`src/rtl/mem_cmd_split_arb.sv`:
```
// Round-robin arbiter over NUM_CH command channels; splits each command into MAX_BURST/BOUNDARY-safe sub-commands.
// First sub-command is registered one cycle after the input handshake; outputs hold while m_cmd_ready is low.
module mem_cmd_split_arb #(
  parameter int NUM_CH    = 4,
  parameter int MAX_BURST = 4096,
  parameter int BOUNDARY  = 4096,
  localparam int CH_W     = (NUM_CH > 1) ? $clog2(NUM_CH) : 1
) (
  input  logic                 clk,
  input  logic                 rst,
  input  logic [NUM_CH-1:0]    s_cmd_valid,
  output logic [NUM_CH-1:0]    s_cmd_ready,
  input  logic [NUM_CH*64-1:0] s_cmd_address,
  input  logic [NUM_CH*32-1:0] s_cmd_length,
  output logic                 m_cmd_valid,
  input  logic                 m_cmd_ready,
  output logic [63:0]          m_cmd_address,
  output logic [31:0]          m_cmd_length,
  output logic [CH_W-1:0]      m_cmd_dest,
  output logic                 m_cmd_last,
  output logic [15:0]          drop_count
);
  localparam int OFF_W = $clog2(BOUNDARY);

  typedef enum logic {IDLE, SPLIT} state_t;

  state_t            r_state;
  logic [CH_W-1:0]   r_rr_ptr;
  logic [CH_W-1:0]   r_grant;
  logic [NUM_CH-1:0] r_s_ready;
  logic [63:0]       r_cur_addr;
  logic [31:0]       r_rem_len;
  logic              r_m_vld;
  logic [63:0]       r_m_addr;
  logic [31:0]       r_m_len;
  logic [CH_W-1:0]   r_m_dest;
  logic              r_m_last;
  logic [15:0]       r_drop;

  logic [63:0]       w_in_addr [NUM_CH];
  logic [31:0]       w_in_len  [NUM_CH];
  logic [CH_W-1:0]   w_grant;
  logic              w_grant_vld;
  logic [CH_W-1:0]   w_idx;
  logic [CH_W-1:0]   w_rr_next;
  logic [63:0]       w_sel_addr;
  logic [31:0]       w_sel_len;
  logic [31:0]       w_first;
  logic [31:0]       w_next;
  logic              w_in_hs;
  logic              w_out_hs;
  logic              w_arb_en;

  // Smallest of remaining length, burst cap and room to the next boundary, at 33 bits.
  function automatic logic [31:0] f_chunk(input logic [OFF_W-1:0] i_off, input logic [31:0] i_len);
    logic [32:0] w_room;
    logic [32:0] w_c;
    w_room = 33'(BOUNDARY) - 33'(i_off);
    w_c    = {1'b0, i_len};
    if (w_c > 33'(MAX_BURST)) w_c = 33'(MAX_BURST);
    if (w_c > w_room)         w_c = w_room;
    return 32'(w_c);
  endfunction

  for (genvar g = 0; g < NUM_CH; g++) begin : g_unpack
    assign w_in_addr[g] = s_cmd_address[64*g +: 64];
    assign w_in_len[g]  = s_cmd_length[32*g +: 32];
  end

  // Scan from the highest offset down so the lowest offset from r_rr_ptr wins.
  always_comb begin
    w_grant     = '0;
    w_grant_vld = 1'b0;
    w_idx       = '0;
    for (int i = NUM_CH - 1; i >= 0; i--) begin
      w_idx = CH_W'((int'(r_rr_ptr) + i) % NUM_CH);
      if (s_cmd_valid[w_idx]) begin
        w_grant     = w_idx;
        w_grant_vld = 1'b1;
      end
    end
  end

  assign w_rr_next  = CH_W'((int'(r_grant) + 1) % NUM_CH);
  assign w_sel_addr = w_in_addr[r_grant];
  assign w_sel_len  = w_in_len[r_grant];
  assign w_first    = f_chunk(w_sel_addr[OFF_W-1:0], w_sel_len);
  assign w_next     = f_chunk(r_cur_addr[OFF_W-1:0], r_rem_len);
  assign w_in_hs    = (r_state == IDLE) && (|(r_s_ready & s_cmd_valid));
  assign w_out_hs   = r_m_vld && m_cmd_ready;
  assign w_arb_en   = ((r_state == IDLE) && (r_s_ready == '0)) ||
                      ((r_state == SPLIT) && w_out_hs && r_m_last);

  always_ff @(posedge clk or posedge rst) begin
    if (rst) begin
      r_state    <= IDLE;
      r_rr_ptr   <= '0;
      r_grant    <= '0;
      r_s_ready  <= '0;
      r_cur_addr <= '0;
      r_rem_len  <= '0;
      r_m_vld    <= 1'b0;
      r_m_addr   <= '0;
      r_m_len    <= '0;
      r_m_dest   <= '0;
      r_m_last   <= 1'b0;
      r_drop     <= '0;
    end else begin
      r_s_ready <= '0;
      if (w_arb_en && w_grant_vld) begin
        r_s_ready <= NUM_CH'(1) << w_grant;
        r_grant   <= w_grant;
      end
      case (r_state)
        IDLE: begin
          if (w_in_hs) begin
            r_rr_ptr <= w_rr_next;
            if (w_sel_len == '0) begin
              if (r_drop != 16'hFFFF) r_drop <= r_drop + 16'd1;
            end else begin
              r_state    <= SPLIT;
              r_m_vld    <= 1'b1;
              r_m_addr   <= w_sel_addr;
              r_m_len    <= w_first;
              r_m_dest   <= r_grant;
              r_m_last   <= (w_first == w_sel_len);
              r_cur_addr <= w_sel_addr + 64'(w_first);
              r_rem_len  <= w_sel_len - w_first;
            end
          end
        end
        SPLIT: begin
          if (w_out_hs) begin
            if (r_m_last) begin
              r_state <= IDLE;
              r_m_vld <= 1'b0;
            end else begin
              // r_cur_addr/r_rem_len already point past the sub-command being presented.
              r_m_addr   <= r_cur_addr;
              r_m_len    <= w_next;
              r_m_last   <= (w_next == r_rem_len);
              r_cur_addr <= r_cur_addr + 64'(w_next);
              r_rem_len  <= r_rem_len - w_next;
            end
          end
        end
        default: r_state <= IDLE;
      endcase
    end
  end

  assign s_cmd_ready   = r_s_ready;
  assign m_cmd_valid   = r_m_vld;
  assign m_cmd_address = r_m_addr;
  assign m_cmd_length  = r_m_len;
  assign m_cmd_dest    = r_m_dest;
  assign m_cmd_last    = r_m_last;
  assign drop_count    = r_drop;
endmodule

```
`config.mk`:
```
export PLATFORM = sky130hd
export DESIGN_NAME = mem_cmd_split_arb
export DESIGN_NICKNAME = d
export VERILOG_FILES = /design/src/rtl/mem_cmd_split_arb.sv
export SDC_FILE = /design/constraint.sdc
export NUM_CORES = 1
export LEC_CHECK = 0
export BUFFER_PORTS_ARGS = -buffer_cell sky130_fd_sc_hd__buf_2
export CAP_MARGIN = 20
export CORE_ASPECT_RATIO = 0.9
export CORE_MARGIN = 4
export CORE_UTILIZATION = 55
export CTS_CLUSTER_SIZE = 8
export DETAILED_ROUTE_END_ITERATION = 8
export MAX_ROUTING_LAYER = met4
export PLACE_DENSITY_LB_ADDON = 0.3
export SYNTH_ARGS = -nofsm -noshare
export SYNTH_HDL_FRONTEND = slang
export SYNTH_SLANG_ARGS = --single-unit
```
`constraint.sdc`:
```
create_clock -name clk -period 17 [get_ports clk]
set_input_delay 0 -clock clk [delete_from_list [all_inputs] [get_ports clk]]
set_output_delay 0 -clock clk [all_outputs]
set_load 0.02 [all_outputs]
```
# After elaboration in Yosys (flattened, before gate mapping)
# Cells that the tools add are included.
[totals]
ff_bits = 221
inputBits = 391
output_inout_bits = 120
elab_cells = 123
[op_classes]
add_sub_neg = 11
magnitude_cmp = 9
eq_ne = 8
shift = 1
n_mux = 62
bitwise = 4
reduce_logical = 16
[ops]
columns = ["op", "count"]
rows = [
  ["$mux W64", 10],
  ["$mux W32", 14],
  ["$pmux W64 S2", 2],
  ["$add A64 B32 Y64", 2],
  ["$bmux W64 S2", 1],
  ["$pmux W32 S2", 2],
  ["$gt A32 B33 Y1", 2],
  ["$bmux W32 S2", 1],
  ["$eq A32 B32 Y1", 2],
  ["$gt A32 B13 Y1 const B", 2],
  ["$sub A32 B32 Y32", 2],
  ["$logic_not A32 Y1", 1],
  ["$sub A13 B12 Y14 const A", 2],
  ["$mux W1", 20],
  ["$add A16 B1 Y16 const B", 1],
  ["$ne A16 B16 Y1 const B", 1],
  ["$lt A2 B3 Y1 const B", 4],
  ["$reduce_and A4 Y1", 3],
  ["$bmux W1 S2", 4],
  ["$mux W2", 4],
  ["$logic_and A1 B1 Y1", 6],
  ["$ne A2 B2 Y1 const B", 3],
  ["$pmux W1 S2", 3],
  ["$reduce_and A3 Y1", 2],
  ["13 further kinds", 17],
]

# Depth between registers and ports, before layout
[logic_depth]
word_depth = 12
ltp_mapped = 34
depth_no_buf = 29

# Worst setup path before layout
# OpenSTA, ideal clock, no wires.
[synth_timing]
kind = "reg-to-reg"
startpoint = "register r_grant[1]"
endpoint = "register r_cur_addr[54]"
setup_ns = 0.136
t_arrival_ns = 8.027
t_required_ns = 16.864
path_slack_ns = 8.838
path_stages_with_launch = 33
n_path_buf = 5
synth_period_minus_slack_ns = 8.162
cell_sequence = "dfrtp_1 > buf_4 > clkbuf_1 > clkbuf_1 > mux4_2 > inv_2 > ha_1 > nand2_2 > or3_4 > or3_4 > or3_4 > or3_4 > ha_1 > nand3_1 > o32ai_1 > nor2_1 > clkbuf_1 > nand2_1 > o21ai_0 > ha_1 > inv_1 > fa_1 > nand2b_1 > a211oi_1 > o21ai_0 > o31ai_1 > a211oi_1 > o311ai_0 > a311o_1 > clkbuf_1 > nand4_1 > xor2_1 > o22ai_1"
[synth_via]
elab_chain_len = 12
word_cells_on_any_way = 19
cone_classes = "add/sub (2); order compare (2); eq/ne (1); mux (11); bitwise (1); reduce/logical (2)"
[synth_lines]
columns = ["element", "line", "source"]
rows = [
  ["start, declared", "29", "logic [CH_W-1:0] r_grant;"],
  ["start signal, assigned", "112", "r_grant <= w_grant;"],
  ["$not A2 Y3 (not written as such) *", "85, 86", ""],
  ["$bmux W32 S2", "86", "assign w_sel_len = w_in_len[r_grant];"],
  ["$mux W32 (not written as such) (2 in series)", "86", ""],
  ["$gt A32 B13 Y1", "60", "if (w_c > 33'(MAX_BURST)) w_c = 33'(MAX_BURST);"],
  ["$mux W32", "60", ""],
  ["$gt A32 B33 Y1", "61", "if (w_c > w_room) w_c = w_room;"],
  ["$mux W32", "61", ""],
  ["$add A64 B32 Y64", "127", "r_cur_addr <= w_sel_addr + 64'(w_first);"],
  ["$mux W64", "118", "if (w_sel_len == '0) begin"],
  ["$mux W64", "116", "if (w_in_hs) begin"],
  ["$pmux W64 S2", "114", "case (r_state)"],
  ["end signal, assigned", "127", ""],
  ["end signal, assigned", "142", "r_cur_addr <= r_cur_addr + 64'(w_next);"],
  ["end, declared", "31", "logic [63:0] r_cur_addr;"],
]
# Mark *: on every way between the ends. The rest lies on a longest branch, timed or not. The select of a mux whose other input is x is not followed.
# A chain may end at the register's enable or synchronous reset.

# Worst setup path in the final report
[layout_timing]
startpoint = "register r_grant[0]"
endpoint = "register r_cur_addr[60]"
# Same word-level chain as after synthesis.

==> flow_summary.ini <==
[status]
status = finished clean

[run]
maxCapViolCount = 0

[timing]
fin_crit_ns = 10.97
fmax_mhz = 91.2
maxSlewViolCount = 0
finalHoldViolCount = 0
relSlewSlack_pct = 22.5
fin_crit_sh_pct = 64.5
worst_pin_slew_ns = 1.16
finalSetupTns_ns = 0
setup_viol = 0
skew_ns = 0.0249
rsz0062_at_grt = false

[logic_synthesis]
synth.most_common_cell = dfrtp_1
ys_async_sr_fraction_pct = 100
synth-edff-count = 0
ys_types = 82
yosys.area_share.simple_pct = 16.7
synth.largest_area_cell = dfrtp_1
syn_avg_cell_area_um2 = 8.72
syn_area_um2 = 20800
synth_top_area_share_pct = 26.5
synth.yosys.seq_area_share_pct = 26.5
synth_compound_area_share_pct = 23.1
synth-seq-cells = 221
syn_inst = 2390
synth_top_family_by_area = compound AO/OA/AOI/OAI gates
synth_commonest_cells = dfrtp_1, nand2_1, a21oi_1, nor2_1, ha_1
synth_xor_xnor_area_share_pct = 7.10
ys_warn_count = 0
synth_ff_type = dfrtp_1
synth_mux_area_share_pct = 11.9
synth_fa_ha_area_share_pct = 9.69
synth_area_leaders = dfrtp_1, mux4_2, ha_1, xnor2_1, a21oi_1

[route]
route.detailed.drc = 0
drt-total-wl_um = 72600
first_pass_iters = 6
routed_via_density = 6.31
vias = 21500
wl_per_cell_um = 21.3
ant_nets = 0
drt_iter0_drc = 1874

[power]
powerDensity_nw_per_um2 = 69.2
switching_share_pct = 34.4
power_frac_clock_pct = 36.5
leakagePower_uw = 0.0123
pwr-share-comb_pct = 32.6
intPower_uw = 1140
p_seq_share_pct = 31.0
switching_power_uw = 595
irDropWorstVdd_mv = 0.0659

[global_routing]
grtUsageTotal_pct = 35.1
grt_antenna_before_repair = 0
grt_max_degree = 232
first_global_vias = 21100
overflow = 0
grt_pass1_wl_um = 112000
top_usage_layer = met2
grt_util_met2_pct = 57.0
met1_usage_pct = 45.5
met3_usage_pct = 5.04

[cts]
cts_resized = 0
cts_htree_levels = 2
clkTransAtPathRegs_ns = 0.06
cts_buffers = 34
clk_path_buf_depth = 3
root_buffer = clkbuf_16
cts_tree = built
clock_latency_ns = 0.55
cts.sinks = 221

[critical_path]
crit_family = compound AO/OA/AOI/OAI gates
r2r_cells = 29
critPathLaunchType = flip-flop
cp.depth = 29
timing_worst_setup_path_type = reg2reg
endpoint_kind = flip-flop
arrival_ns = 11.40
cp_slowest_stage_delay_ns = 0.88
cp_num_buf_inv = 3
worst_path_max_delay_cell = a311o_1
cp_max_fo = 43
critPathRequiredTime_ns = 17.43

[layout]
num-nets-final = 3468
post-route-util_pct = 67.0
drive_above_1_share_pct = 24.4
area_growth_syn_to_layout_pct = 20.0
n_antenna_cell = 0

[placed_design]
portBuffers = 510
dp_hpwl_um = 55200
place_congestion = 0.969

[floorplanning]
start_util_pct = 55.9
ioPinCount = 511
die_x_um = 213
die-area_um2 = 41100
die_h_um = 193
rows = 67
core_um2 = 37300

[min_path]
min-delay-path-class = in2reg
hold_depth = 4
==> cell families (layout without fill, tap and decap cells) <==
kind of cell	after synthesis	after routing
DFF	221	221
xor gates and xnor gates	169	169
and+or+nand+nor	712	712
other	2	74
AOI/OAI and AO/OA	745	745
adders and majority gates	159	159
buffers and inverters	254	716
muxes	128	128
==> power by group through the flow <==
stage | sequential, uW | clock [uW] | combinational (uW)
final | 536 | 631 | 564
after global routing | 537 | 659 | 613
after CTS | 536 | 637 | 548
after detailed placement | 545 | 0 | 544
after global placement | 544 | 0 | 536
after floorplan | 536 | 0 | 395
==> worst reg2reg max path: cells and delay by family, from the launching register on <==
family	cells	cell delay (ns)
AND/OR/NAND/NOR	7	1.95
flip-flops	1	0.80
multiplexers	1	0.74
adder cells (fa/ha/maj)	3	0.94
AO/OA/AOI/OAI	14	5.20
buffers and inverters	3	1.04
XOR/XNOR	1	0.19
==> final timing paths <==
| path | start | to | slack, ns |
|---|---|---|---|
| min reg2reg | drop_count[3] | drop_count[3] | 0.48 |
| min in group asynchronous | rst | m_cmd_address[17] | 0.08 |
| max reg2reg | r_grant[0] | r_cur_addr[60] | 6.03 |
| min | s_cmd_address[186] | m_cmd_address[58] | 0.03 |
| max in group asynchronous | rst | r_grant[1] | 15.41 |
| max | r_grant[0] | r_cur_addr[60] | 6.03 |
==> cells in the final DEF (no fill, tap or decap), types with 34 or more instances in the layout <==
cell,n
o21ai_0,132
o22ai_1,51
xor2_1,59
dfrtp_1,218
nor2_1,157
a21o_1,72
nand3_1,63
mux4_2,95
nor2b_1,39
a211oi_1,34
a31oi_1,93
ha_1,155
nand4_1,39
nand2_1,220
inv_1,129
conb_1,74
a21oi_1,174
clkbuf_16,34
xnor2_1,110
buf_2,511
and3_1,34
==> registers in the layout (all words and copies together), names as in the netlist <==
register and count:
s_cmd_ready 4, drop_count 16, r_rem_len 32, m_cmd_valid 1
m_cmd_address 64, r_rr_ptr 2, m_cmd_last 1, r_state 1
r_grant 2, m_cmd_length 32, r_cur_addr 64, m_cmd_dest 2
==> metrics by stage <==
| step | hold slack, ns | setup slack, ns | cells | cell area (um2) | total power, uW |
|---|---|---|---|---|---|
| after global routing | 0.0312 | 5.66 | 3407 | 25000 | 1810 |
| after detailed placement | 0.126 | 6.38 | 3356 | 24000 | 1090 |
| after floorplan | 0.189 | 8.84 | 2462 | 21100 | 932 |
| final | 0.0261 | 6.03 | 3407 | 25000 | 1730 |
| after global placement | 0.118 | 6.69 | 3355 | 24000 | 1080 |
| after CTS | 0.0148 | 6.33 | 3407 | 25000 | 1720 |
==> metal layers <==
metal  share of wire, %  routed length [um]
met1                 41               29500
met2                 48               34600
met3                7.9                5700
met4                3.9                2800
met5                  0                   0
==> repair_timing <==
action | 4_1_cts | 5_1_grt
hold buffers | 9 | 0
buffers inserted | 0 | 0
endpoints found under the hold margin | 92 | 0
==> cell type report <==
class | instances | area, um2
clock buffer | 37 | 872
inverter | 133 | 507
fill | 3154 | 12300
tap | 483 | 604
multi-input combinational | 1987 | 14600
sequential | 221 | 5540
timing repair buffer | 541 | 2820
clock inverter | 5 | 72.6
(Power assumes the default switching activity.)
